### src/rtl/pipe_stage_reg.sv
// Parametrised inter-stage pipeline register: STAGES-deep shift of {valid, payload}
// with hazard stall, flush-to-bubble and saturating stall/bubble counters.
module pipe_stage_reg #(
  parameter int unsigned   DW     = 64,
  parameter int unsigned   STAGES = 1,
  parameter logic [DW-1:0] BUBBLE = '0,
  parameter int unsigned   CNT_W  = 16
) (
  input  logic             CLK,
  input  logic             nRST,
  input  logic             ihit,
  input  logic             dhit,
  input  logic             stall,
  input  logic             flush,
  input  logic             clr_cnt,
  input  logic             valid_in,
  input  logic [DW-1:0]    data_in,
  output logic             valid_out,
  output logic [DW-1:0]    data_out,
  output logic [CNT_W-1:0] stall_cnt,
  output logic [CNT_W-1:0] bubble_cnt
);

  logic hit;
  logic advance;
  logic stall_inc;
  logic bubble_inc;

  logic [STAGES-1:0] valid_q;
  logic [DW-1:0]     data_q [STAGES];
  logic [STAGES-1:0] shift_valid;
  logic [DW-1:0]     shift_data [STAGES];

  logic [CNT_W-1:0] stall_cnt_q, stall_cnt_d;
  logic [CNT_W-1:0] bubble_cnt_q, bubble_cnt_d;

  always_comb begin
    hit        = ihit | dhit;
    advance    = hit & ~stall;
    stall_inc  = hit & stall & ~flush;
    bubble_inc = flush | (advance & ~valid_in);
  end

  // Shifted view of the pipe: stage k takes stage k-1, stage 0 takes the input.
  assign shift_valid[0] = valid_in;
  assign shift_data[0]  = data_in;
  for (genvar k = 1; k < STAGES; k++) begin : g_shift
    assign shift_valid[k] = valid_q[k-1];
    assign shift_data[k]  = data_q[k-1];
  end

  always_ff @(posedge CLK) begin
    if (!nRST || flush) begin
      valid_q <= '0;
      data_q  <= '{default: BUBBLE};
    end else if (advance) begin
      valid_q <= shift_valid;
      data_q  <= shift_data;
    end
  end

  always_comb begin
    stall_cnt_d  = stall_cnt_q;
    bubble_cnt_d = bubble_cnt_q;
    if (clr_cnt) begin
      stall_cnt_d  = '0;
      bubble_cnt_d = '0;
    end else begin
      if (stall_inc && (stall_cnt_q != '1)) begin
        stall_cnt_d = stall_cnt_q + CNT_W'(1);
      end
      if (bubble_inc && (bubble_cnt_q != '1)) begin
        bubble_cnt_d = bubble_cnt_q + CNT_W'(1);
      end
    end
  end

  always_ff @(posedge CLK) begin
    if (!nRST) begin
      stall_cnt_q  <= '0;
      bubble_cnt_q <= '0;
    end else begin
      stall_cnt_q  <= stall_cnt_d;
      bubble_cnt_q <= bubble_cnt_d;
    end
  end

  assign valid_out  = valid_q[STAGES-1];
  assign data_out   = data_q[STAGES-1];
  assign stall_cnt  = stall_cnt_q;
  assign bubble_cnt = bubble_cnt_q;

endmodule

### config.mk
export PLATFORM = sky130hd
export DESIGN_NAME = pipe_stage_reg
export DESIGN_NICKNAME = d
export VERILOG_FILES = /design/src/rtl/pipe_stage_reg.sv
export SDC_FILE = /design/constraint.sdc
export NUM_CORES = 1
export LEC_CHECK = 0
export ABC_AREA = 1
export CAP_MARGIN = 15
export CORE_MARGIN = 2
export CORE_UTILIZATION = 47
export CTS_CLUSTER_SIZE = 14
export DETAILED_ROUTE_END_ITERATION = 6
export GPL_TIMING_DRIVEN = 0
export PLACE_DENSITY = 0.88
export RECOVER_POWER = 50
export SYNTH_ARGS = -nofsm -noshare
export SYNTH_HDL_FRONTEND = slang
export SYNTH_SLANG_ARGS = --single-unit
### constraint.sdc
create_clock -name CLK -period 2.4 [get_ports CLK]
set_clock_uncertainty 0.2 [all_clocks]
set_input_delay 0.48 -clock CLK [delete_from_list [all_inputs] [get_ports CLK]]
set_output_delay 0.48 -clock CLK [all_outputs]
set_load 0.005 [all_outputs]
# [Word level (Yosys, flattened, before mapping)]
# Cells that the tools add are included.
[op_classes] n_eq_ne=2 bitwise=10 n_reduce_logical=5 add_sub_neg=2
[ops] cell="$add A16 B1 Y16 const B" count=2
[ops] cell="$ne A16 B16 Y1 const B" count=2
[ops] cell="$and A1 B1 Y1" count=4
[ops] cell="$not A1 Y1" count=4
[ops] cell="$logic_and A1 B1 Y1" count=2
[ops] cell="$or A1 B1 Y1" count=2
[ops] cell="$reduce_or A2 Y1" count=1
[ops] cell="$logic_not A1 Y1" count=1
[ops] cell="$logic_or A1 B1 Y1" count=1
[word_totals] elab_cells=23 ff_bits=97 input_bits=72

# [Longest topological paths before layout]
# Gate-level depths: netlist (run 1).
[logic_depth] ltp_word=5 mapped_depth=10 mapped_depth_nobuf=10

# [Least setup slack after synthesis (run 1)]
# Ideal clock, no wire load.
[synth_path] path_type="register to register" from="register stall_cnt_q[0] (netlist: stall_cnt[0])" to="register stall_cnt_q[3] (netlist: stall_cnt[3])" t_required_ns=2.085 t_arrival_ns=1.299 period_less_slack_ns=1.614 stages_incl_launch_ff=8 path_slack_ns=0.786 path_cell_list="dfxtp_1 > ha_1 > nand3_2 > nor2_4 > nand3_4 > buf_6 > a21oi_1 > nor2_1"
[synth_between] elab_chain_cells=2 elab_cells_between_ends=3
[synth_lines] element="from (decl)" line="34" rtl="logic [CNT_W-1:0] stall_cnt_q, stall_cnt_d;"
[synth_lines] element="from (signal assigned)" line="83" rtl="stall_cnt_q <= stall_cnt_d;"
[synth_lines] element="parallel branches: the longest is 2 deep, another holds $add A16 B1 Y16"
# Parallel ways; which one is timed is not known.
# A chain may end at the register's enable or synchronous reset.

# [Worst setup path after layout (run 1)]
[layout_path] from="input port dhit" to="register stall_cnt_q[15] (netlist: stall_cnt[15])"
[layout_between] elab_chain_cells=4
[layout_lines] element="from (decl)" line="12" rtl="input logic dhit,"
[layout_lines] element="$or A1 B1 Y1" line="38" rtl="hit = ihit | dhit;"
[layout_lines] element="$and A1 B1 Y1 (2 in series)" line="40" rtl="stall_inc = hit & stall & ~flush;"
[layout_lines] element="$logic_and A1 B1 Y1" line="69" rtl="if (stall_inc && (stall_cnt_q != '1)) begin"
# No other way between the ends.

==> key figures, run 1 <==
CTS
  – CTS Buf Count: 9
  – Clock Tree Buf Depth: 2
  – Clk Latency, worst-skew pair: 360 ps
  – Root Buffer: clkbuf_8
  – H-tree levels: 3
  – Setup repair bufs after CTS: 0
  – CTS resizes: 0
  – Clock transition at the registers of the reported paths: 90 ps
  – Clk sink count: 97
  – Hold_buf cts: 0
  – TritonCTS clock tree: yes

Global route
  – Antenna violations before repair: 0
  – First-pass GRT wire length: 19700 um
  – Vias in the first global route: 4287
  – Total gr overflow: 0
  – Largest net degree at the start of global routing: 17
  – GRT Overall Usage: 25.0%

Critical path
  – CP endpoint kind: flop
  – Critical path startpoint category: input pin
  – Worst r2r src: bubble_cnt[0]$_SDFFE_PP0P_
  – Crit path kind: in -> reg
  – Crit path max fanout: 7
  – Reg2Reg Capture Point: bubble_cnt[11]$_SDFFE_PP0P_
  – Setup slack, reg-to-reg: 340 ps
  – R2r worst-path depth: 9
  – CP arrival: 2190 ps
  – Worst path required time: 2450 ps

Worst hold path
  – WHS Endpoint: data_out[21]$_SDFFE_PP0P_
  – Worst hold start: data_out[21]$_SDFFE_PP0P_
  – Depth of the worst hold-timing path: 2
  – Hold Path Class: reg -> reg

Layout
  – Ant diodes: 0
  – Finished Core Util: 71.9%
  – Area delta synth->final: 48.6%
  – Multi-input logic area: 1990 sq um
  – Design Area, Final: 6240 sq um
  – Fin nets: 848
  – Seq. cell area: 1940 sq um
  – FILL cells: 695
  – Layout cell share with drive strength beyond 1: 8.10%

Pwr
  – Int Power: 2530 uW
  – Leakage: 0.00242 uW
  – P_sw: 773 uW
  – Sw Ratio: 23.4%
  – Clock power share: 38.7%
  – Sequential share of power: 50.2%
  – Max IR drop VDD: 0.000341 V
  – Cell Pwr Density: 530 nW/um^2
  – Combinational Power Share: 11.0%

Flow run
  – Max cap viols: 0

Synth
  – Cell taking the most area after synthesis: dfxtp_1
  – Post-synth ARST share: 0%
  – EDFF count, synth: 0
  – Adder-cell share of the synthesized area: 0.595%
  – Synth cell types: 30
  – Post-Syn Area per Cell: 7.06 sq um
  – Post-synthesis cell count: 595
  – Xor/xnor share of the synthesized area: 1.25%
  – Synth top cells by count: nand2_1 (222), dfxtp_1 (97), a21oi_1 (82)
  – Yosys warnings: 0
  – Yosys reg bits: 97
  – Main combinational cell family by area after synthesis: simple AND/OR/NAND/NOR gates
  – Most frequent cell after synthesis: nand2_1
  – Top area cells in the synthesized netlist: dfxtp_1 (46%), nand2_1 (20%), a21oi_1 (9.8%)
  – Top_reg_cell synth: dfxtp_1
  – Synth Area in Compound Gates: 11.1%
  – Mapped Area: 4200 sq um
  – Net Count, Synth: 669
  – Sequential share of the synthesized area: 46.2%
  – Yosys top cell area share: 46.2%
  – Simple-gate share of the synthesized area: 34.8%
  – Mux cell area share after synthesis: 0%

Timing
  – RSZ-0062 raised after global routing: false
  – Crit share post-route: 89.0%
  – Setup TNS: 0 ps
  – Worst setup margin: 264 ps
  – Endpoints failing hold: 0
  – Slew Viols, Final: 0
  – Tmin final: 2140 ps
  – Fmax: 468 MHz
  – WHS: 261 ps
  – Slew HR: 56.1%
  – Finish-stage setup viols: 0
  – Worst Tran Pin Value: 656 ps

Die
  – Width of the die: 98.6 um
  – Core ar.: 8680 sq um
  – Starting density of the core: 48.4%
  – IO Pins: 169
  – Die height: 98.6 um
  – Cell row count: 34
  – Die area: 9710 sq um

Drt
  – Routed WL: 12300 um
  – Drt pass-1 iters: 4
  – Vias per cell: 5.07
  – # DRC: 0
  – Initial DRC Count: 107
  – Routed vias: 4492
  – Detail Route Antenna Nets: 0
  – DR WL/cell: 13.9 um

Placed design
  – Pre-CTS setup slack: 82.7 ps
  – Hpwl dp: 9360 um
  – Cell Area, Placed: 6020 sq um
  – Routability congestion estimate: 0.928
  – Port bufs: 168

Outcome
  – Status: completed
[cells by family (layout without fill, tap and decap cells)]
family	Yosys count	in the layout
simple gates	345	345
compound gates	91	91
buf+inv	54	237
flops	97	97
xor+xnor	6	6
fa+ha+maj	2	2
[area by class of cell]
type	count	share of cell area, %
multi-input cells	444	31.9
flip-flops and latches	97	31.1
repair buffers	168	26.9
well taps	108	2.16
plain buffers	23	2.14
clock buffers	9	1.98
inverters	31	1.88
clock inverters	6	1.84
[cell usage in the layout (no fill, tap or decap)]
cell type          n
nand2_1          223
clkdlybuf4s50_1  113
dfxtp_1           97
a21oi_1           82
nor2_1            72
dlygate4sd3_1     55
inv_1             20
nand3_1           18
clkbuf_8          10
buf_2              9
nand4_1            8
inv_2              7
clkbuf_1           7
nor2_2             6
buf_4              5
nand2_2            5
o21ai_0            4
nand3_2            3
nor2_4             3
a21oi_2            3
nand2_4            3
clkinv_1           3
xor2_1             3
xnor2_1            3
bufinv_16          3
nor3_1             2
ha_1               2
nand3_4            1
buf_6              1
nand3b_1           1
clkinvlp_2         1
a31oi_1            1
o21ai_1            1
clkinv_4           1
clkinvlp_4         1
inv_6              1
[critical path, stage by stage]
cell	delay (ps)
dlygate4sd3_1	550
nor2_1	70
nor2_1	520
nand3_1	130
nor2_1	230
nand3_1	100
nand2_1	70
nor2_1	40
[per-stage QoR]
step	power [uW]	cells
after CTS	3330	886
after global placement	2060	871
final	3310	886
after detailed placement	2070	871
after floorplan	1840	595
after global routing	3420	886
[metal layers]
layer	track usage, %	share of wire, %	vias to the layer above
li1	-	-	2247
met1	27.4	39	2057
met2	43.2	49	150
met3	8.51	8.2	38
met4	12.1	3.4	0
met5	0	0	-
[power by group through the flow]
stage | Combinational [uW] | Sequential, uW | Clock (uW)
5_1_grt | 396 | 1670 | 1350
2_1_floorplan | 140 | 1700 | 0
4_1_cts | 376 | 1660 | 1290
6_report | 365 | 1660 | 1280
3_3_place_gp | 364 | 1700 | 0
3_5_place_dp | 374 | 1700 | 0
[how the worst max path moves through the flow]
stage | slack, ps | from | cells past startpoint | end
after floorplan | 790 | stall_cnt[0]$_SDFFE_PP0P_ | 7 | stall_cnt[3]$_SDFFE_PP0P_
after global placement | 130 | nRST | 5 | bubble_cnt[6]$_SDFFE_PP0P_
after detailed placement | 80 | dhit | 7 | data_out[0]$_SDFFE_PP0P_
after CTS | 340 | bubble_cnt[9]$_SDFFE_PP0P_ | 1 | bubble_cnt[9]
after global routing | 150 | dhit | 8 | stall_cnt[15]$_SDFFE_PP0P_
final | 260 | dhit | 8 | stall_cnt[15]$_SDFFE_PP0P_
[state kept, by name, indices dropped and copies added, names as in the netlist]
signal and cells:
data_out 64, stall_cnt 16, bubble_cnt 16, valid_out 1
Power figures use the tool's default switching activity.
==> run 2, diff against run 1 <==
CORE_MARGIN = 1.5   (was 2)
RECOVER_POWER = unset   (was 50)
==> key figures, run 2 (synthesized netlist as in run 1, its figures left out) <==
Outcome
  – Status: completed

CTS
  – CTS Buf Count: 9
  – Clk sink count: 97
  – TritonCTS clock tree: yes
  – Clock transition at the registers of the reported paths: 100 ps
  – Clock Tree Buf Depth: 2
  – Clk Latency, worst-skew pair: 360 ps
  – H-tree levels: 3
  – Hold_buf cts: 0
  – Setup repair bufs after CTS: 0
  – Root Buffer: clkbuf_8
  – CTS resizes: 0

Timing
  – Endpoints failing hold: 0
  – Finish-stage setup viols: 0
  – Worst Tran Pin Value: 548 ps
  – Tmin final: 2080 ps
  – Fmax: 482 MHz
  – WHS: 262 ps
  – Crit share post-route: 86.5%
  – RSZ-0062 raised after global routing: false
  – Slew HR: 63.5%
  – Setup TNS: 0 ps
  – Slew Viols, Final: 0

Drt
  – Routed WL: 12100 um
  – DR WL/cell: 13.7 um
  – Drt pass-1 iters: 5
  – Initial DRC Count: 146
  – # DRC: 0
  – WL met3: 1030 um
  – Detail Route Antenna Nets: 0
  – Routed vias: 4511
  – Vias per cell: 5.09
  – M1 wire length: 4780 um
  – Met2 WL: 6140 um
  – Max layer used: met4

Layout
  – Ant diodes: 0
  – Layout cell share with drive strength beyond 1: 8.61%
  – Design Area, Final: 6210 sq um
  – Most common library cell in the layout ignoring fill and taps: nand2_1
  – Fin nets: 848
  – Post-Layout Cell Count: 886
  – Most frequent cells in the layout: nand2_1 (222), clkdlybuf4s50_1 (168), dfxtp_1 (97), a21oi_1 (82), nor2_1 (69)
  – Area delta synth->final: 47.8%
  – FILL cells: 699
  – Number of flip-flops in the largest register: 64

Critical path
  – Critical path startpoint category: flop
  – Setup slack, reg-to-reg: 550 ps
  – Cell family with most CP delay: buffers and inverters
  – Worst path cell trace: clkdlybuf4s50_1
  – R2r worst-path depth: 8
  – CP startpoint: bubble_cnt[9]$_SDFFE_PP0P_
  – Reg2Reg Capture Point: bubble_cnt[1]$_SDFFE_PP0P_
  – Max stage delay on crit path: 560 ps
  – Slowest cell on crit path: clkdlybuf4s50_1
  – Worst path required time: 1720 ps
  – Worst r2r src: bubble_cnt[0]$_SDFFE_PP0P_
  – Crit path max fanout: 6
  – Critical path depth: 1
  – Crit path kind: reg -> out
  – CP endpoint kind: output pin
  – CP arrival: 1400 ps
  – Number of buffers and inverters on the critical path: 1

Worst hold path
  – Hold Path Class: reg -> reg
  – WHS Endpoint: data_out[13]$_SDFFE_PP0P_
  – Worst hold start: data_out[13]$_SDFFE_PP0P_
  – Depth of the worst hold-timing path: 2

Placed design
  – Cell Area, Placed: 6020 sq um
  – Hpwl dp: 9130 um
  – Placed Cells: 871
  – Routability congestion estimate: 0.913
  – Port bufs: 168

Global route
  – First-pass GRT wire length: 19500 um
  – GRT Overall Usage: 24.9%
  – Total gr overflow: 0
  – Vias in the first global route: 4291
  – Largest net degree at the start of global routing: 17
  – Antenna violations before repair: 0

Die
  – IO Pins: 169
  – Die height: 97.6 um
  – Width of the die: 97.6 um
  – Core ar.: 8680 sq um
  – Starting density of the core: 48.4%
  – Cell row count: 34
  – Die area: 9520 sq um

Pwr
  – Cell Pwr Density: 499 nW/um^2
  – Total power: 3100 uW
  – Leakage: 0.00222 uW
  – Max IR drop VDD: 0.000283 V

Flow run
  – Max cap viols: 0
## run 2: cell count changes in the layout (fill, tap and decap cells not counted), sizes merged
cell,delta
clkinvlp,+2
bufinv,-2
clkdlybuf4s50,+55
dlygate4sd3,-55
## run 2: final cells by class
class                      count  area, sq um  area share, %
inverter                      31          118           1.89
tap                          108          135           2.18
buffer                        23          134           2.16
sequential                    97         1940           31.3
multi-input combinational    444         2010           32.3
timing repair buffer         168         1680           27.1
clock inverter                 6         68.8           1.11
clock buffer                   9          124           1.99
## run 2: power by group
part           internal, uW  switching [uW]
Clock                   480             583
Combinational           209             166
Sequential             1640            19.8
Total                  2330             769
## run 2: through the flow
stage	setup slack [ps]	util [%]
finish	324	71.6
global route	279	71.6
CTS	323	71.6
detailed placement	79.0	69.4
global placement	107	69.4
floorplan	786	-
## run 2: worst max path at each step
stage                                              to  slack [ps]
final                                   bubble_cnt[9]         320
after global routing                    bubble_cnt[9]         280
after CTS                               bubble_cnt[9]         320
after detailed placement   bubble_cnt[8]$_SDFFE_PP0P_          80
after global placement    bubble_cnt[11]$_SDFFE_PP0P_         110
after floorplan             stall_cnt[3]$_SDFFE_PP0P_         790
## run 2: layer usage
metal	vias to the layer above	GRT usage, %
met3	19	8.20
met5	-	0
met4	0	8.35
met1	2074	27.5
met2	175	44.6
li1	2243	-
## run 2: worst min-delay path, delay by kind of cell (launching register included)
kind               cells  cell delay, ps
and+or+nand+nor        1              60
AOI/OAI and AO/OA      1              50
DFF                    1             320
==> run 3, diff against run 2 <==
CORE_MARGIN = 5   (was 1.5)
==> key figures, run 3 (synthesized netlist as in run 1, its figures left out) <==
Outcome
  – Status: completed

CTS
  – Setup repair bufs after CTS: 0
  – Clk sink count: 97
  – Clk Latency, worst-skew pair: 350 ps
  – Clock transition at the registers of the reported paths: 100 ps
  – CTS Buf Count: 9
  – TritonCTS clock tree: yes
  – Hold_buf cts: 0
  – CTS resizes: 0
  – Clock Tree Buf Depth: 2
  – H-tree levels: 3
  – Root Buffer: clkbuf_8

Timing
  – Worst Tran Pin Value: 523 ps
  – Setup TNS: 0 ps
  – Tmin final: 2060 ps
  – Worst setup margin: 340 ps
  – Finish-stage setup viols: 0
  – Fmax: 486 MHz
  – Crit share post-route: 85.8%
  – Slew HR: 65.0%
  – RSZ-0062 raised after global routing: false
  – Slew Viols, Final: 0
  – Endpoints failing hold: 0

Global route
  – Antenna violations before repair: 0
  – First-pass GRT wire length: 21000 um
  – Vias in the first global route: 4323
  – Largest net degree at the start of global routing: 17
  – Total gr overflow: 0
  – GRT Overall Usage: 23.2%

Pwr
  – Leakage: 0.00223 uW
  – Combinational Power Share: 11.7%
  – Sw Ratio: 23.9%
  – Sequential share of power: 51.9%
  – P_sw: 766 uW
  – Clock power share: 36.4%
  – Max IR drop VDD: 0.000348 V
  – Int Power: 2440 uW
  – Cell Pwr Density: 514 nW/um^2
  – Total power: 3200 uW

Worst hold path
  – Depth of the worst hold-timing path: 2
  – Hold Path Class: reg -> reg
  – WHS Endpoint: data_out[16]$_SDFFE_PP0P_
  – Worst hold start: data_out[16]$_SDFFE_PP0P_

Drt
  – Drt pass-1 iters: 5
  – Routed WL: 12900 um
  – # DRC: 0
  – Vias per cell: 5.00
  – DR WL/cell: 14.6 um
  – Detail Route Antenna Nets: 0
  – Initial DRC Count: 173
  – Routed vias: 4430

Critical path
  – Crit path max fanout: 6
  – Worst r2r src: stall_cnt[0]$_SDFFE_PP0P_
  – Reg2Reg Capture Point: stall_cnt[3]$_SDFFE_PP0P_
  – Cell family with most CP delay: buffers and inverters
  – Slowest cell on crit path: clkdlybuf4s50_1
  – Crit path kind: reg -> out
  – CP startpoint: bubble_cnt[9]$_SDFFE_PP0P_
  – Worst path cell trace: clkdlybuf4s50_1
  – Max stage delay on crit path: 550 ps
  – Critical path startpoint category: flop
  – Setup slack, reg-to-reg: 570 ps
  – CP arrival: 1380 ps
  – Worst path required time: 1720 ps
  – Number of buffers and inverters on the critical path: 1
  – CP endpoint kind: output pin
  – R2r worst-path depth: 7

Die
  – IO Pins: 169
  – Die height: 105 um
  – Core ar.: 8720 sq um
  – Starting density of the core: 48.2%
  – Cell row count: 34
  – Die area: 10900 sq um
  – Width of the die: 105 um

Layout
  – Number of flip-flops in the largest register: 64
  – Post-Layout Cell Count: 886
  – Fin nets: 848
  – Area delta synth->final: 48.3%
  – Most frequent cells in the layout: nand2_1 (222), clkdlybuf4s50_1 (168), dfxtp_1 (97), a21oi_1 (82), nor2_1 (69)
  – Layout cell share with drive strength beyond 1: 8.61%
  – Most common library cell in the layout ignoring fill and taps: nand2_1
  – Design Area, Final: 6230 sq um
  – Ant diodes: 0

Placed design
  – Routability congestion estimate: 0.885
  – Placed Cells: 871
  – Hpwl dp: 10100 um
  – Port bufs: 168
  – Cell Area, Placed: 6020 sq um
  – Pre-CTS setup slack: 35.5 ps

Flow run
  – Max cap viols: 0
## run 3: power groups by stage
stage               registers, uW  clock network (uW)  logic (uW)
floorplan                    1700                   0         140
global placement             1700                   0         366
detailed placement           1700                   0         376
CTS                          1660                1190         378
global route                 1670                1270         412
finish                       1660                1170         375
## run 3: worst max path at each step
| stage | end | cells after the start |
|---|---|---|
| 2_1_floorplan | stall_cnt[3]$_SDFFE_PP0P_ | 7 |
| 5_1_grt | bubble_cnt[9] | 1 |
| 6_report | bubble_cnt[9] | 1 |
| 4_1_cts | bubble_cnt[9] | 1 |
| 3_3_place_gp | bubble_cnt[6]$_SDFFE_PP0P_ | 5 |
| 3_5_place_dp | stall_cnt[2]$_SDFFE_PP0P_ | 5 |
## run 3: layout make-up
type / count / area [sq um]
fillers: 641 / 2490
multi-input cells: 444 / 2010
flip-flops and latches: 97 / 1940
repair buffers: 168 / 1680
well taps: 108 / 135
plain buffers: 23 / 134
clock buffers: 9 / 124
inverters: 31 / 118
clock inverters: 6 / 91.3
## run 3: layer usage
layer	up-vias	global-route usage (%)	wire [um]
met5	-	0	0
met4	0	5.83	169
met3	13	9.31	1250
met2	167	42.0	6650
met1	2008	25.1	4850
li1	2242	-	-
## run 3: stage by stage
stage,utilization (%),hold WS (ps)
after detailed placement,69.0,253
after global placement,69.0,247
final,71.5,265
after CTS,71.5,265
after floorplan,-,256
after global routing,71.5,290
